## src/rtl/rv_fetch_ctrl.sv

```systemverilog
// rv_fetch_ctrl: credit-based instruction fetch sequencer.
// Issues word-aligned reads and tracks in-flight reads. Responses land in a
// small registered queue feeding decode. A redirect restarts fetch at the
// new target and silently drops responses still returning from the old path.
module rv_fetch_ctrl #(
  parameter logic [31:0] RESET_ADDR      = 32'h0000_0000,
  parameter int          QUEUE_DEPTH     = 2,
  parameter int          MAX_OUTSTANDING = 2
) (
  input  logic        i_clk,
  input  logic        i_reset,
  input  logic        i_decode_pc_sel,
  input  logic [31:2] i_decode_pc_target,
  input  logic        i_exec_pc_sel,
  input  logic [31:2] i_exec_pc_target,
  output logic        o_mem_req,
  output logic [31:2] o_mem_addr,
  input  logic        i_mem_gnt,
  input  logic        i_mem_rvalid,
  input  logic [31:0] i_mem_rdata,
  output logic        o_instr_valid,
  input  logic        i_instr_ready,
  output logic [31:0] o_instr,
  output logic [31:2] o_instr_pc,
  output logic        o_flushing
);

  localparam int          PTR_W    = (QUEUE_DEPTH > 1) ? $clog2(QUEUE_DEPTH) : 1;
  localparam int          CNT_W    = PTR_W + 1;
  localparam logic [31:2] RESET_PC = RESET_ADDR[31:2];
  localparam logic [4:0]  DEPTH_W5 = 5'(QUEUE_DEPTH);
  localparam logic [2:0]  MAX_W3   = 3'(MAX_OUTSTANDING);

  // architectural state
  logic [31:2]      fetch_pc_r, resp_pc_r;
  logic [2:0]       out_cnt_r, drop_cnt_r;
  logic [CNT_W-1:0] q_count_r;
  logic [PTR_W-1:0] q_wr_ptr_r, q_rd_ptr_r;
  logic [31:0]      q_instr_r [QUEUE_DEPTH];
  logic [31:2]      q_pc_r    [QUEUE_DEPTH];

  // next-state values
  logic [31:2]      fetch_pc_nxt_s, resp_pc_nxt_s;
  logic [2:0]       out_cnt_nxt_s, drop_cnt_nxt_s;
  logic [CNT_W-1:0] q_count_nxt_s;
  logic [PTR_W-1:0] q_wr_ptr_nxt_s, q_rd_ptr_nxt_s;

  // per-cycle decisions
  logic        redir_s, grant_s, rvalid_s, accept_s, pop_s;
  logic        mem_req_s, instr_valid_s;
  logic [31:2] target_s;
  logic [4:0]  credit_use_s;

  // Execute redirect wins; requests are withheld on any redirect cycle.
  // Credits: live (non-stale) reads plus queued entries must leave a free slot,
  // so every accepted response is guaranteed a queue entry.
  assign redir_s       = i_exec_pc_sel | i_decode_pc_sel;
  assign target_s      = i_exec_pc_sel ? i_exec_pc_target : i_decode_pc_target;
  assign credit_use_s  = 5'(out_cnt_r) - 5'(drop_cnt_r) + 5'(q_count_r);
  assign mem_req_s     = !i_reset & !redir_s & (out_cnt_r < MAX_W3) & (credit_use_s < DEPTH_W5);
  assign grant_s       = mem_req_s & i_mem_gnt;
  // A response with nothing outstanding is a protocol error and is ignored.
  assign rvalid_s      = i_mem_rvalid & (out_cnt_r != 3'd0);
  assign accept_s      = rvalid_s & !redir_s & (drop_cnt_r == 3'd0);
  assign instr_valid_s = !i_reset & !redir_s & (q_count_r != {CNT_W{1'b0}});
  assign pop_s         = instr_valid_s & i_instr_ready;

  assign o_mem_req     = mem_req_s;
  assign o_mem_addr    = i_reset ? RESET_PC : fetch_pc_r;
  assign o_instr_valid = instr_valid_s;
  assign o_instr       = instr_valid_s ? q_instr_r[q_rd_ptr_r] : 32'h0000_0000;
  assign o_instr_pc    = instr_valid_s ? q_pc_r[q_rd_ptr_r] : 30'h0000_0000;
  assign o_flushing    = !i_reset & (drop_cnt_r != 3'd0);

  // Next-state for PCs, read counters and queue bookkeeping.
  always_comb begin
    fetch_pc_nxt_s = fetch_pc_r;
    resp_pc_nxt_s  = resp_pc_r;
    out_cnt_nxt_s  = out_cnt_r;
    drop_cnt_nxt_s = drop_cnt_r;
    q_count_nxt_s  = q_count_r;
    q_wr_ptr_nxt_s = q_wr_ptr_r;
    q_rd_ptr_nxt_s = q_rd_ptr_r;

    case ({grant_s, rvalid_s})
      2'b10:   out_cnt_nxt_s = out_cnt_r + 3'd1;
      2'b01:   out_cnt_nxt_s = out_cnt_r - 3'd1;
      default: out_cnt_nxt_s = out_cnt_r;
    endcase

    if (redir_s) begin
      // Everything still in flight after this cycle belongs to the old path.
      fetch_pc_nxt_s = target_s;
      resp_pc_nxt_s  = target_s;
      drop_cnt_nxt_s = out_cnt_r - {2'b00, rvalid_s};
      q_count_nxt_s  = {CNT_W{1'b0}};
      q_wr_ptr_nxt_s = {PTR_W{1'b0}};
      q_rd_ptr_nxt_s = {PTR_W{1'b0}};
    end else begin
      if (grant_s) begin
        fetch_pc_nxt_s = fetch_pc_r + 30'd1;
      end else begin
        fetch_pc_nxt_s = fetch_pc_r;
      end
      if (accept_s) begin
        resp_pc_nxt_s  = resp_pc_r + 30'd1;
        q_wr_ptr_nxt_s = q_wr_ptr_r + PTR_W'(1);
      end else begin
        resp_pc_nxt_s  = resp_pc_r;
        q_wr_ptr_nxt_s = q_wr_ptr_r;
      end
      if (rvalid_s && (drop_cnt_r != 3'd0)) begin
        drop_cnt_nxt_s = drop_cnt_r - 3'd1;
      end else begin
        drop_cnt_nxt_s = drop_cnt_r;
      end
      if (pop_s) begin
        q_rd_ptr_nxt_s = q_rd_ptr_r + PTR_W'(1);
      end else begin
        q_rd_ptr_nxt_s = q_rd_ptr_r;
      end
      case ({accept_s, pop_s})
        2'b10:   q_count_nxt_s = q_count_r + CNT_W'(1);
        2'b01:   q_count_nxt_s = q_count_r - CNT_W'(1);
        default: q_count_nxt_s = q_count_r;
      endcase
    end
  end

  // Control state register with synchronous reset.
  always_ff @(posedge i_clk) begin
    if (i_reset) begin
      fetch_pc_r <= RESET_PC;
      resp_pc_r  <= RESET_PC;
      out_cnt_r  <= 3'd0;
      drop_cnt_r <= 3'd0;
      q_count_r  <= {CNT_W{1'b0}};
      q_wr_ptr_r <= {PTR_W{1'b0}};
      q_rd_ptr_r <= {PTR_W{1'b0}};
    end else begin
      fetch_pc_r <= fetch_pc_nxt_s;
      resp_pc_r  <= resp_pc_nxt_s;
      out_cnt_r  <= out_cnt_nxt_s;
      drop_cnt_r <= drop_cnt_nxt_s;
      q_count_r  <= q_count_nxt_s;
      q_wr_ptr_r <= q_wr_ptr_nxt_s;
      q_rd_ptr_r <= q_rd_ptr_nxt_s;
    end
  end

  // Queue storage: written with the accepted response and its fetch address.
  always_ff @(posedge i_clk) begin
    if (i_reset) begin
      for (int i = 0; i < QUEUE_DEPTH; i++) begin
        q_instr_r[i] <= 32'h0000_0000;
        q_pc_r[i]    <= 30'h0000_0000;
      end
    end else if (accept_s) begin
      q_instr_r[q_wr_ptr_r] <= i_mem_rdata;
      q_pc_r[q_wr_ptr_r]    <= resp_pc_r;
    end
  end

endmodule

```

## config.mk

```make
export PLATFORM = sky130hd
export DESIGN_NAME = rv_fetch_ctrl
export DESIGN_NICKNAME = d
export VERILOG_FILES = /design/src/rtl/rv_fetch_ctrl.sv
export SDC_FILE = /design/constraint.sdc
export NUM_CORES = 1
export LEC_CHECK = 0
export CAP_MARGIN = 10
export CORE_MARGIN = 8
export CORE_UTILIZATION = 48
export CTS_BUF_LIST = sky130_fd_sc_hd__clkbuf_16
export DETAILED_ROUTE_END_ITERATION = 8
export PLACE_DENSITY_LB_ADDON = 0.05
export SYNTH_ARGS = -nofsm -noshare
export SYNTH_HDL_FRONTEND = slang
export SYNTH_SLANG_ARGS = --single-unit
```

## constraint.sdc

```tcl
create_clock -name i_clk -period 6.6 [get_ports i_clk]
set_clock_uncertainty 0.1 [all_clocks]
set_input_delay 0.99 -clock i_clk [delete_from_list [all_inputs] [get_ports i_clk]]
set_output_delay 0.99 -clock i_clk [all_outputs]
set_load 0.01 [all_outputs]
```

==> run_results.csv <==
group,metric,value,unit
timing,drv_slew,0,
cts,path_clk_slew,0.08,ns
pwr,p_leak,4.45,nW
timing,rsz0062_at_grt,"false",
detailed_routing,initialDrtViolationCount,673,
critical_path,r2r-start,"out_cnt_r[0]",
layout,mostFrequentLayoutCells,"clkdlybuf4s50_1 (192), and2_1 (128), edfxtp_1 (124), nor2_1 (97), dfxtp_1 (70)",
floorplan,initial_core_util,49.1,%
critical_path,worst_ep_arrival_time,3.33,ns
timing,fin_tns_setup,0,ns
detailed_routing,via_count,8242,
synth,syn_area,10400,um2
layout,layout_commonest_cell,"clkdlybuf4s50_1",
synth,yosys_warnings,0,
pwr,ir_worst_vdd,0.204,mV
critical_path,endpoint_kind,"primary output",
critical_path,criticalPathCategory,"flop to primary output",
timing,hold_ws,0.426,ns
critical_path,worstPathMaxFanout,3,
layout,multiInputGateArea,4880,um2
cts,post_cts_buffers,0,
place,dp_cells,1453,
floorplan,coreArea,21100,um2
place,post-dp-hpwl,17.9,mm
grt,grt_pass1_wl,42.2,mm
cts,cts_made_buffers,17,
floorplan,rows,53,
worst_hold_path,worstHoldStart,"fetch_pc_r[21]",
cts,clk_latency,0.44,ns
critical_path,regToRegSetupSlack,2.47,ns
detailed_routing,ant_nets,0,
place,gp_congestion,0.877,
layout,area_delta_synth_final,26.1,%
synth,synth-seq-cells,195,
grt,track_usage,19.8,%
cts,cts_sinks,195,
cts,cts_tree,"yes",
cts,cts-root-buf,"clkbuf_16",
synth,synth_edf_count,124,
detailed_routing,vias_per_cell,5.55,
run_status,status,"complete, no violations",
layout,num-fill-cells,1811,
timing,setup_slack,2.18,ns
detailed_routing,wl_per_cell,17.6,um
detailed_routing,wl,26.2,mm
floorplan,die_y,163,um
grt,grt_overflow,0,
synth,ys.flop_type,"edfxtp_1",
timing,report.final.setup_viol,0,
floorplan,dieArea,26500,um2
critical_path,worst_setup_path_start_kind,"flop",
timing,fmax,0.226,GHz
synth,synth_fp_nets,1152,
critical_path,crit_start,"out_cnt_r[0]",
detailed_routing,drc,0,
synth,async_flop_share,0,%
timing,period_needed,4.42,ns
layout,final_core_util,62.0,%
place,dp_slack,2.21,ns
timing,finalCritPeriodShare,67.0,%
floorplan,pin_count,194,
timing,tightest_slew,1.18,ns
synth,synth-seq-area-share,49.7,%
grt,grt_pass1_vias,8048,
timing,hold_violations,0,
grt,grt_max_degree,64,
layout,layout.area.seq,5150,um2
floorplan,die_x,163,um
pwr,powerDensity,206,nW/um2
cts,hold_buffers,0,
job,cap_violations,0,
synth,syn_inst,1038,
worst_hold_path,hold_path.class,"flop to flop",
synth,synth.distinct_cells,70,
detailed_routing,dr.pass1.iters,5,
layout,drive_gt1_share,6.12,%
cts,h-tree-depth,4,
synth,synth.avg_cell_area,9.98,um2
place,io_buffers,193,
layout,num-nets-final,1311,
layout,n_antenna_cell,0,
cts,cts_buffer_depth,2,
timing,max-slew-margin-rel,21.1,%
layout,final_cells,1485,
cts,cts-resized-gates,0,
grt,antenna_found_initial,0,
critical_path,crit_required,5.51,ns
[Yosys cell counts (all sizes together), types with 26 or more instances]
master | count | share of area [%]
clkbuf | 27 | 0.98
nor2b | 28 | 1.7
dfxtp | 71 | 14
nand3 | 30 | 1.5
mux2i | 65 | 6.3
and2 | 128 | 7.7
edfxtp | 124 | 36
o21ai | 50 | 2.4
a211oi | 27 | 2.0
nor3 | 31 | 1.8
buf | 39 | 2.0
nand2 | 66 | 2.4
a22oi | 26 | 1.9
a21oi | 49 | 2.4
nor2 | 100 | 3.7
[flip-flops by register name, summed over array words and instances, names as in the netlist, named ones only]
signal      count
q_instr_r      64
q_pc_r         60
fetch_pc_r     30
resp_pc_r      30
drop_cnt_r      3
out_cnt_r       3
q_count_r       2
q_rd_ptr_r      1
q_wr_ptr_r      1
[final cells by class]
class	count	area share (%)
Sequential cell	195	39.4
Clock inverter	15	1.22
Timing Repair Buffer	206	15.5
Tap cell	275	2.63
Inverter	21	0.603
Multi-Input combinational cell	756	37.4
Clock buffer	17	3.26
[layer usage]
layer / wire, um / GRT usage, % / up-vias
met5: 0 / 0 / -
met4: 326 / 5.09 / 0
met3: 1880 / 5.36 / 20
met2: 11900 / 31.4 / 267
met1: 12100 / 26.3 / 3857
li1: - / - / 4098
[per-stage QoR]
| step | total power, mW | instance area, um2 |
|---|---|---|
| finish | 2.69 | 13100 |
| global route | 2.80 | 13100 |
| CTS | 2.71 | 13100 |
| detailed placement | 1.70 | 12500 |
| global placement | 1.69 | 12500 |
| floorplan | 1.57 | 10400 |
[cell families (layout without fill, tap and decap cells)]
| kind of cell | count (synthesis) | after routing | share of synthesized area [%] |
|---|---|---|---|
| buffers and inverters | 87 | 259 | 3.70 |
| AND/OR/NAND/NOR | 456 | 456 | 24.0 |
| XOR/XNOR | 16 | 16 | 1.35 |
| multiplexers | 65 | 65 | 6.28 |
| AO/OA/AOI/OAI | 204 | 204 | 13.0 |
| flip-flops | 195 | 195 | 49.7 |
| adder cells (fa/ha/maj) | 15 | 15 | 2.03 |
[worst paths after layout]
kind | cells past startpoint | end
setup / recovery | 11 | o_mem_req
hold / removal | 2 | fetch_pc_r[21]
setup reg to reg | 16 | out_cnt_r[2]
hold reg to reg | 2 | fetch_pc_r[21]
[worst max-delay path: stages (launching register included)]
cell             delay, ns
dfxtp_1               0.38
inv_1                 0.11
ha_1                  0.22
inv_1                 0.07
fa_1                  0.47
ha_1                  0.29
and3b_1               0.18
a211o_1               0.30
a21oi_1               0.13
o21ai_0               0.10
nor2_1                0.11
clkdlybuf4s50_1       0.55
[where the power goes]
part | switching (mW) | internal, mW
registers | 0.0398 | 1.34
clock network | 0.511 | 0.509
logic | 0.155 | 0.136
No activity file was read; power rests on OpenSTA's default activity.
